## config.mk

```make
export PLATFORM = sky130hd
export DESIGN_NAME = lfsr_stim_gen
export DESIGN_NICKNAME = d
export VERILOG_FILES = /design/src/rtl/lfsr_stim_gen.sv
export SDC_FILE = /design/constraint.sdc
export NUM_CORES = 1
export LEC_CHECK = 0
export ABC_AREA = 1
export CAP_MARGIN = 20
export CORE_MARGIN = 2
export CORE_UTILIZATION = 45
export CTS_CLUSTER_DIAMETER = 30
export DETAILED_ROUTE_END_ITERATION = 16
export GPL_TIMING_DRIVEN = 0
export PLACE_DENSITY = 0.77
export SLEW_MARGIN = 20
export SYNTH_ARGS = -nofsm -noshare
export SYNTH_HDL_FRONTEND = slang
export SYNTH_SLANG_ARGS = --single-unit
```

## constraint.sdc

```tcl
create_clock -name clk -period 3.3 [get_ports clk]
set_input_delay 0.495 -clock clk [delete_from_list [all_inputs] [get_ports clk]]
set_output_delay 0.495 -clock clk [all_outputs]
set_load 0.02 [all_outputs]
```

## src/rtl/lfsr_stim_gen.sv

```systemverilog
// lfsr_stim_gen: pseudo-random address/weight stimulus for the LUT-split DA array.
// Two Fibonacci LFSRs (address, weight) feed a valid/ready output stage.
// A run is started and stopped from IDLE/RUN control inputs.
// Optional feature: define LFSR_STIM_GEN_CHKSUM_EN to enable the running address checksum.
module lfsr_stim_gen #(
    parameter int K                  = 8,
    parameter int DATA_WIDTH_B       = 8,
    parameter int N_CH               = 2,
    parameter int LFSR_W             = 16,
    parameter int ADDR_UPDATE_PERIOD = 1,
    parameter int B_UPDATE_PERIOD    = 16,
    parameter logic [LFSR_W-1:0] SEED_ADDR_DEF = LFSR_W'('hD348),
    parameter logic [LFSR_W-1:0] SEED_B_DEF    = LFSR_W'('hA562)
) (
    input  logic                                clk,
    input  logic                                rst,
    input  logic                                start,
    input  logic                                stop,
    input  logic [15:0]                         num_vectors,
    input  logic                                seed_load,
    input  logic [LFSR_W-1:0]                   seed_addr,
    input  logic [LFSR_W-1:0]                   seed_b,
    output logic                                out_valid,
    input  logic                                out_ready,
    output logic [N_CH-1:0][K-2:0]              addr_array,
    output logic signed [K-1:0][DATA_WIDTH_B-1:0] B_temp,
    output logic                                update_pulse_b,
    output logic                                busy,
    output logic                                done,
    output logic [15:0]                         vec_count,
    output logic [31:0]                         checksum
);

    // Tap positions below the MSB; indices kept in range for both widths.
    localparam int T1 = (LFSR_W == 32) ? 21 : 13;
    localparam int T2 = (LFSR_W == 32) ? 1  : 12;
    localparam int T3 = (LFSR_W == 32) ? 0  : 10;

    // Gap counter reload leaves out_valid low for P-1 cycles after an accept.
    localparam int GAP_W = $clog2(ADDR_UPDATE_PERIOD + 1);
    localparam logic [GAP_W-1:0] GAP_RELOAD =
        GAP_W'((ADDR_UPDATE_PERIOD >= 2) ? ADDR_UPDATE_PERIOD - 2 : 0);
    localparam int BW = $clog2(B_UPDATE_PERIOD + 1);
    localparam logic [BW-1:0] B_PERIOD = BW'(B_UPDATE_PERIOD);

    typedef enum logic {S_IDLE, S_RUN} state_t;

    function automatic logic [LFSR_W-1:0] lfsr_step(input logic [LFSR_W-1:0] s);
        logic fb;
        fb = s[LFSR_W-1] ^ s[T1] ^ s[T2] ^ s[T3];
        return {s[LFSR_W-2:0], fb};
    endfunction

    state_t                         state_q, state_d;
    logic                           valid_q, valid_d;
    logic [N_CH-1:0][K-2:0]         addr_q, addr_d, addr_nxt;
    logic [K-1:0][DATA_WIDTH_B-1:0] bt_q, bt_d, bt_nxt;
    logic [LFSR_W-1:0]              alfsr_q, alfsr_d, alfsr_nxt;
    logic [LFSR_W-1:0]              blfsr_q, blfsr_d, blfsr_nxt;
    logic [GAP_W-1:0]               gap_q, gap_d;
    logic [BW-1:0]                  bcnt_q, bcnt_d, bcnt_inc;
    logic                           first_q, first_d;
    logic [15:0]                    vcnt_q, vcnt_d;
    logic                           done_q, done_d;
    logic                           upd_q, upd_d;
    logic                           accept, load, last;

`ifdef LFSR_STIM_GEN_CHKSUM_EN
    localparam int AW  = N_CH * (K - 1);
    localparam int NSL = (AW + 31) / 32;

    function automatic logic [31:0] fold32(input logic [AW-1:0] v);
        logic [NSL*32-1:0] pad;
        logic [31:0]       r;
        pad = '0;
        pad[AW-1:0] = v;
        r = '0;
        for (int i = 0; i < NSL; i++) r = r ^ pad[i*32 +: 32];
        return r;
    endfunction

    logic [31:0] cs_q, cs_d;
    assign checksum = cs_q;
`else
    assign checksum = '0;
`endif

    // Next address and weight vectors: many LFSR steps unrolled into one cycle.
    always_comb begin
        alfsr_nxt = alfsr_q;
        addr_nxt  = '0;
        for (int c = 0; c < N_CH; c++) begin
            for (int b = 0; b < K - 1; b++) begin
                alfsr_nxt      = lfsr_step(alfsr_nxt);
                addr_nxt[c][b] = alfsr_nxt[0];
            end
        end
        blfsr_nxt = blfsr_q;
        bt_nxt    = '0;
        for (int i = 0; i < K; i++) begin
            blfsr_nxt = lfsr_step(blfsr_nxt);
            bt_nxt[i] = blfsr_nxt[DATA_WIDTH_B-1:0];
        end
    end

    // Run control: seeding, vector loads, accept bookkeeping, completion and abort.
    always_comb begin
        state_d  = state_q;
        valid_d  = valid_q;
        addr_d   = addr_q;
        bt_d     = bt_q;
        alfsr_d  = alfsr_q;
        blfsr_d  = blfsr_q;
        gap_d    = gap_q;
        bcnt_d   = bcnt_q;
        bcnt_inc = bcnt_q;
        first_d  = first_q;
        vcnt_d   = vcnt_q;
        done_d   = 1'b0;
        upd_d    = 1'b0;
        load     = 1'b0;
        accept   = valid_q & out_ready;
        last     = (num_vectors != 16'd0) && (16'(vcnt_q + 16'd1) == num_vectors);
`ifdef LFSR_STIM_GEN_CHKSUM_EN
        cs_d     = cs_q;
`endif
        unique case (state_q)
            S_IDLE: begin
                // A zero seed would lock the LFSR, so fall back to the default.
                if (seed_load) begin
                    alfsr_d = (seed_addr == '0) ? SEED_ADDR_DEF : seed_addr;
                    blfsr_d = (seed_b == '0) ? SEED_B_DEF : seed_b;
                end
                if (start) begin
                    state_d = S_RUN;
                    vcnt_d  = '0;
                    gap_d   = '0;
                    bcnt_d  = '0;
                    first_d = 1'b1;
`ifdef LFSR_STIM_GEN_CHKSUM_EN
                    cs_d    = '0;
`endif
                end
            end
            S_RUN: begin
                if (accept) begin
                    vcnt_d   = vcnt_q + 16'd1;
                    bcnt_inc = bcnt_q + 1'b1;
                    bcnt_d   = bcnt_inc;
                    gap_d    = GAP_RELOAD;
                    valid_d  = 1'b0;
`ifdef LFSR_STIM_GEN_CHKSUM_EN
                    cs_d     = {cs_q[30:0], cs_q[31]} ^ fold32(addr_q);
`endif
                end
                if (stop) begin
                    state_d = S_IDLE;
                    valid_d = 1'b0;
                end else if (accept && last) begin
                    state_d = S_IDLE;
                    valid_d = 1'b0;
                    done_d  = 1'b1;
                end else if (accept) begin
                    load = (ADDR_UPDATE_PERIOD == 1);
                end else if (!valid_q) begin
                    if (gap_q == '0) load = 1'b1;
                    else             gap_d = gap_q - 1'b1;
                end
                if (load) begin
                    valid_d = 1'b1;
                    addr_d  = addr_nxt;
                    alfsr_d = alfsr_nxt;
                    if (first_q || bcnt_inc == B_PERIOD) begin
                        bt_d    = bt_nxt;
                        blfsr_d = blfsr_nxt;
                        upd_d   = 1'b1;
                        bcnt_d  = '0;
                        first_d = 1'b0;
                    end
                end
            end
            default: state_d = S_IDLE;
        endcase
    end

    // State register; reset reverts both LFSRs to their default seeds.
    always_ff @(posedge clk or posedge rst) begin
        if (rst) begin
            state_q <= S_IDLE;
            valid_q <= 1'b0;
            addr_q  <= '0;
            bt_q    <= '0;
            alfsr_q <= SEED_ADDR_DEF;
            blfsr_q <= SEED_B_DEF;
            gap_q   <= '0;
            bcnt_q  <= '0;
            first_q <= 1'b0;
            vcnt_q  <= '0;
            done_q  <= 1'b0;
            upd_q   <= 1'b0;
`ifdef LFSR_STIM_GEN_CHKSUM_EN
            cs_q    <= '0;
`endif
        end else begin
            state_q <= state_d;
            valid_q <= valid_d;
            addr_q  <= addr_d;
            bt_q    <= bt_d;
            alfsr_q <= alfsr_d;
            blfsr_q <= blfsr_d;
            gap_q   <= gap_d;
            bcnt_q  <= bcnt_d;
            first_q <= first_d;
            vcnt_q  <= vcnt_d;
            done_q  <= done_d;
            upd_q   <= upd_d;
`ifdef LFSR_STIM_GEN_CHKSUM_EN
            cs_q    <= cs_d;
`endif
        end
    end

    assign out_valid      = valid_q;
    assign addr_array     = addr_q;
    assign B_temp         = bt_q;
    assign update_pulse_b = upd_q;
    assign busy           = (state_q == S_RUN);
    assign done           = done_q;
    assign vec_count      = vcnt_q;

endmodule

```

==> impl_metrics.csv, run 1 <==
group,metric,value,unit
layout,multi_input_area,2932,µm²
critical_path,r2r_start,"vec_count[0]$_DFFE_PP0P_",
worst_hold_path,hold_class,"flop to flop",
drt,post_drt_wl_per_cell,13.87,µm
yosys,synth_compound_area_share,6.809,%
power,seq_power_share,26.0,%
global_route,grt_usage,23.02,%
floorplanning,core_area,13140,µm²
cts,cts.clk_slew.worst_paths,0.07,ns
layout,final_area,8217,µm²
power,power,7.733,mW
worst_hold_path,whs_path_depth,2,
placement,dp_cells,1157,
cts,cts-htree-levels,3,
critical_path,cp_max_fo,10,
placement,post-place-ws,0.3587,ns
critical_path,rr_worst_depth,12,
power,peakVddDrop,411.6,µV
critical_path,crit_path_end_kind,"flop",
floorplanning,rows,42,
layout,drive_gt1_share,15.25,%
layout,regArea,2220,µm²
drt,dr_total_vias,5722,
cts,cts.hold.buffers_added,0,
drt,drt-total-wl,16270,µm
yosys,synthFlopType,"dfrtp_1",
placement,port_buffers,151,
layout,diodes,0,
power,combPwrFrac,58.6,%
cts,clockBufferDepth,2,
drt,drc_errors,0,
outcome,status,"complete, no violations",
sta,slew_viol_final,0,
placement,dp_hpwl,12300,µm
yosys,synth_area,5991,µm²
drt,drtAntennaViolNets,0,
drt,detail_route.first_pass.iterations,5,
yosys,ys_ff_latch,88,
sta,setup_slack,0.6085,ns
cts,cts.sinks,88,
yosys,yosys.area.top_type,"dfrtp_1",
critical_path,critical_path.startpoint_type,"flop",
yosys,yosysSeqAreaShare,37.05,%
sta,min_period,2.691,ns
yosys,avgSynthCellArea,7.507,µm²
yosys,synth_top_family_by_area,"simple AND/OR/NAND/NOR gates",
sta,fin_skew,0.009467,ns
yosys,synthTopCellsByArea,"dfrtp_1 31%, nand2_1 16%, buf_4 11%, dfstp_2 6.1%, nand3_1 5.9%",
cts,cts_tree,"built",
power,power.density,941.2,nW/µm²
global_route,first_global_vias,5229,
sta,tightest_slew,0.7064,ns
layout,fin_nets,1048,
cts,numCtsBuffers,9,
floorplanning,die_h,119.4,µm
global_route,overflow,0,
power,p_leak,3.916,nW
power,pwr-share-clk,15.5,%
yosys,synthCells,798,
power,switching_power,3.315,mW
yosys,synth-xor-area-share,8.876,%
sta,fin_crit_sh,81.56,%
critical_path,critPathLaunch,"vec_count[0]$_DFFE_PP0P_",
critical_path,required,3.53,ns
sta,setup_viol,0,
yosys,synthMuxAreaShare,0.1671,%
cts,post_cts_resized,0,
global_route,antenna_found_initial,0,
yosys,synthAdderAreaFrac,0.4177,%
drt,drtIter0Drc,376,
placement,gp_congestion,0.9120,
yosys,yosys.area_share.simple,30.66,%
layout,area_growth,37.16,%
yosys,synth_top_area_share,30.91,%
floorplanning,initial_core_util,45.60,%
cts,clock_latency,0.34,ns
drt,vias_per_cell,4.878,
layout,fillers,1196,
cts,post-cts-setup-buffers,0,
power,intPower,4.419,mW
worst_hold_path,min_from,"blfsr_q[15]$_DFFE_PP1P_",
sta,rsz0062_at_grt,"false",
sta,timing.fmax,371.5,MHz
cts,cts-root-buf,"clkbuf_16",
floorplanning,io_pins,184,
critical_path,arrival,2.92,ns
critical_path,crit_type,"flop to flop",
yosys,synth_edf_count,0,
placement,placed_area,7869,µm²
sta,final_hold_viol_count,0,
sta,slew-limit-headroom,52.41,%
flow_run,drv_cap,0,
yosys,ys_types,40,
yosys,yosys_warnings,0,
floorplanning,die_area,14250,µm²
floorplanning,chipWidth,119.4,µm
power,power_switching_share,42.86,%
global_route,grt_max_degree,46,
global_route,grt_pass1_wl,26230,µm
yosys,async_flop_share,100.0,%
layout,stdcell_count,1173,
[cells by family (layout without fill, tap and decap cells)]
| group | after synthesis | count (layout) |
|---|---|---|
| fa+ha+maj | 2 | 2 |
| other cells | 1 | 32 |
| compound gates | 74 | 74 |
| simple gates | 413 | 413 |
| mux | 1 | 1 |
| buf+inv | 160 | 328 |
| xor+xnor | 59 | 59 |
| flops | 88 | 88 |
[through the flow]
step                hold WS [ns]  TNS (ns)  util [%]
floorplan                 0.4484         0         -
global placement          0.4618    -72.30     59.67
detailed placement        0.4657         0     59.90
CTS                       0.4742         0     62.54
global route              0.4959         0     62.54
finish                    0.4721         0     62.54
[cells in the final DEF, fill, tap and decap left out, types with 3 or more instances in the layout]
master / n
dfstp_2: 14
o22ai_1: 8
nor2_4: 3
nor2_2: 7
nand4_1: 11
buf_6: 5
buf_4: 84
nand3b_1: 7
nor2_1: 43
nor4_1: 5
nand3_1: 71
xor2_1: 28
o21ai_0: 52
nand2_1: 252
clkbuf_1: 13
clkbuf_16: 9
a31oi_1: 4
nand2_2: 5
bufinv_16: 3
o21ai_2: 4
inv_2: 3
dfrtp_1: 74
buf_1: 3
inv_1: 49
clkdlybuf4s50_1: 151
xnor2_1: 30
conb_1: 32
[registers in the layout (all words and copies together), names as in the netlist, 5 cells and up]
name,flops
blfsr_q,16
addr_array,14
alfsr_q,16
vec_count,16
bcnt_q,5
B_temp,15
[metal layers]
| metal | global-route usage (%) | vias to the layer above | part of all wire (%) |
|---|---|---|---|
| li1 | - | 2832 | - |
| met1 | 30.70 | 2669 | 44 |
| met2 | 37.82 | 196 | 48 |
| met3 | 3.209 | 25 | 5.3 |
| met4 | 9.338 | 0 | 2.5 |
| met5 | 0 | - | 0 |
[final cells by class]
type | instances | area share, %
multi-input cells | 581 | 35.68
flip-flops and latches | 88 | 27.01
repair buffers | 152 | 18.73
plain buffers | 106 | 9.167
clock buffers | 11 | 2.954
well taps | 176 | 2.680
inverters | 54 | 2.497
clock inverters | 5 | 1.279
[worst max-delay path, cell delays in order, from the launching register on]
cell      delay, ns
dfrtp_1        0.49
ha_1           0.24
nand2_1        0.11
nor2_2         0.28
nand3_1        0.23
xor3_1         0.22
nand2_1        0.10
nor2_2         0.05
nand3_4        0.12
nand4_2        0.21
clkbuf_2       0.27
o21ai_0        0.20
nand2_1        0.07
[path summary, 6_finish.rpt]
path | to | slack [ns]
min reg2reg | blfsr_q[15]$_DFFE_PP1P_ | 0.47
max in group asynchronous | blfsr_q[13]$_DFFE_PP1P_ | 2.04
min | blfsr_q[15]$_DFFE_PP1P_ | 0.47
max | B_temp[5]$_DFFE_PP0P_ | 0.61
min in group asynchronous | vec_count[2]$_DFFE_PP0P_ | 0.58
max reg2reg | B_temp[5]$_DFFE_PP0P_ | 0.61
[synth_stat cells, types with 2 or more instances]
master	count
buf_4	84
nand2_4	2
o21ai_2	4
nor2_2	7
clkbuf_2	2
buf_6	5
o21ai_0	52
inv_2	3
nand3_1	71
nand2_1	252
a22oi_1	2
nand2_2	5
ha_1	2
o22ai_1	8
dfrtp_1	74
nand4_1	11
xnor2_1	30
nor2_4	3
clkbuf_1	12
dfstp_2	14
o21ai_1	2
buf_1	3
nand3_4	2
nand3b_1	7
nor4_1	5
nor2_1	43
a31oi_1	4
inv_1	50
xor2_1	28
[power groups by stage]
stage | registers, mW | clock network (mW) | logic [mW]
2_1_floorplan | 2.14 | 0 | 2.75
3_3_place_gp | 2.01 | 0 | 4.42
3_5_place_dp | 2.02 | 0 | 4.50
4_1_cts | 2.01 | 1.21 | 4.54
5_1_grt | 2.07 | 1.25 | 4.89
6_report | 2.01 | 1.20 | 4.53
No activity file was read; power rests on OpenSTA's default activity.
==> run 2, diff against run 1 <==
CORE_UTILIZATION = 43   (was 45)
clock period = 2.2 ns   (was 3.3 ns; I/O delays follow)
==> impl_metrics.csv, run 2 (synthesized netlist as in run 1, its figures left out) <==
group,metric,value,unit
cts,cts.sinks,88,
drt,drtAntennaViolNets,0,
critical_path,cp_max_fo,7,
layout,fillers,1181,
placement,dp_cells,1162,
critical_path,r2r_setup_slack,-0.12,ns
cts,clockBufferDepth,2,
sta,holdWs,0.4286,ns
floorplanning,io_pins,184,
cts,numCtsBuffers,9,
outcome,violations,"negative setup slack",
flow_run,drv_cap,0,
critical_path,critical_path.startpoint_type,"flop",
critical_path,arrival,2.55,ns
worst_hold_path,hold_class,"input pin to asynchronous set/reset pin",
placement,port_buffers,151,
sta,slew_viol_final,0,
cts,cts.hold.buffers_added,0,
sta,setup_viol,72,
placement,post-place-ws,-0.5215,ns
floorplanning,initial_core_util,43.67,%
sta,min_period,2.323,ns
global_route,grt_pass1_wl,26570,µm
sta,fin_skew,0.007972,ns
floorplanning,chipWidth,122.0,µm
global_route,antenna_found_initial,0,
floorplanning,die_h,122.0,µm
layout,layout_common_cells,"239 x nand2_1, 151 x clkdlybuf4s50_1, 102 x buf_4",
layout,diodes,0,
critical_path,crit_type,"flop to flop",
floorplanning,rows,43,
outcome,status,"finished with violations",
critical_path,required,2.43,ns
floorplanning,core_area,13720,µm²
drt,drc_errors,0,
layout,stdcell_count,1206,
sta,setup_slack,-0.1226,ns
sta,fin_crit_sh,105.6,%
layout,fin_nets,1077,
critical_path,crit_path_end_kind,"flop",
placement,dp_hpwl,12280,µm
layout,fin_util,63.24,%
drt,detail_route.first_pass.iterations,5,
cts,cts_tree,"built",
drt,drtIter0Drc,438,
cts,clock_latency,0.34,ns
sta,timing.fmax,430.6,MHz
sta,tightest_slew,1.009,ns
drt,vias_per_cell,4.909,
drt,dr_total_vias,5920,
power,power.density,1362,nW/µm²
layout,drive_gt1_share,21.93,%
sta,slew-limit-headroom,32.03,%
power,p_leak,4.083,nW
power,peakVddDrop,625.8,µV
global_route,grt_usage,22.45,%
drt,post_drt_wl_per_cell,14.52,µm
placement,gp_congestion,0.9546,
cts,cts.clk_slew.worst_paths,0.07,ns
floorplanning,die_area,14890,µm²
cts,cts-root-buf,"clkbuf_16",
sta,rsz0062_at_grt,"true",
layout,final_common_cell,"nand2_1",
cts,cts-htree-levels,3,
sta,setup_tns,-4.493,ns
sta,final_hold_viol_count,0,
global_route,grt_max_degree,33,
global_route,first_global_vias,5431,
layout,area_growth,44.82,%
drt,drt-total-wl,17510,µm
global_route,overflow,0,
==> run 2: cell count changes in the layout (fill, tap and decap cells not counted), sizes merged <==
| cell | change |
|---|---|
| buf | +29 |
| bufinv | -2 |
| clkbuf | -1 |
| clkinv | +1 |
| clkinvlp | +1 |
| inv | +1 |
==> run 2: worst paths after layout <==
check | start | to | depth (start not counted)
min in group clk | blfsr_q[15]$_DFFE_PP1P_ | blfsr_q[15]$_DFFE_PP1P_ | 2
min | rst | vec_count[3]$_DFFE_PP0P_ | 2
min reg2reg | blfsr_q[15]$_DFFE_PP1P_ | blfsr_q[15]$_DFFE_PP1P_ | 2
max in group asynchronous | rst | blfsr_q[15]$_DFFE_PP1P_ | 4
max reg2reg | vec_count[1]$_DFFE_PP0P_ | blfsr_q[11]$_DFFE_PP0P_ | 15
max | vec_count[1]$_DFFE_PP0P_ | blfsr_q[11]$_DFFE_PP0P_ | 15
==> run 2: layout make-up <==
cell class | count | area, µm² | share of cell area, %
Sequential cell | 88 | 2232 | 25.73
Timing Repair Buffer | 181 | 1827 | 21.06
Buffer | 106 | 779.5 | 8.985
Inverter | 54 | 209.0 | 2.408
Multi-Input combinational cell | 581 | 3107 | 35.81
Clock buffer | 10 | 229.0 | 2.639
Clock inverter | 6 | 67.56 | 0.7788
Tap cell | 180 | 225.2 | 2.596
==> run 2: where the power goes <==
group / internal (mW) / switching, mW / leakage (nW)
registers: 2.33 / 0.695 / 1.08
logic: 3.41 / 3.82 / 2.86
clock network: 0.888 / 0.674 / 0.139
==> run 2: metrics by stage <==
stage / area (µm²) / power (mW)
6_report: 8676 / 11.82
5_1_grt: 8676 / 12.56
4_1_cts: 8452 / 11.55
3_5_place_dp: 7890 / 9.752
3_3_place_gp: 7850 / 9.658
2_1_floorplan: 6113 / 7.339
==> run 2: worst max-delay path, cell delays in order, from the launching register on <==
cell	delay [ns]
dfrtp_2	0.41
ha_4	0.18
nand2_4	0.07
nor2_4	0.19
nand3_1	0.11
nand3_1	0.09
nand2_1	0.06
nor2_2	0.12
nand3_2	0.10
nor2_4	0.14
nand3_4	0.14
nand4_4	0.15
nand2_4	0.12
clkbuf_16	0.21
nand3_2	0.05
nand2_1	0.06
==> run 2: what timing repair did <==
| item | 4_1_cts | 5_1_grt |
|---|---|---|
| gates resized for setup | 37 | 39 |
| setup buffers | 16 | 7 |
| gates cloned | 2 | 3 |
| endpoints found under the setup margin | 69 | 83 |
| pin swaps | 10 | 18 |
==> run 2: metal layers <==
layer	global-route usage, %	wire length (µm)
met3	4.120	1174
met1	30.38	7473
met5	0	0
met4	6.178	244
met2	36.94	8614
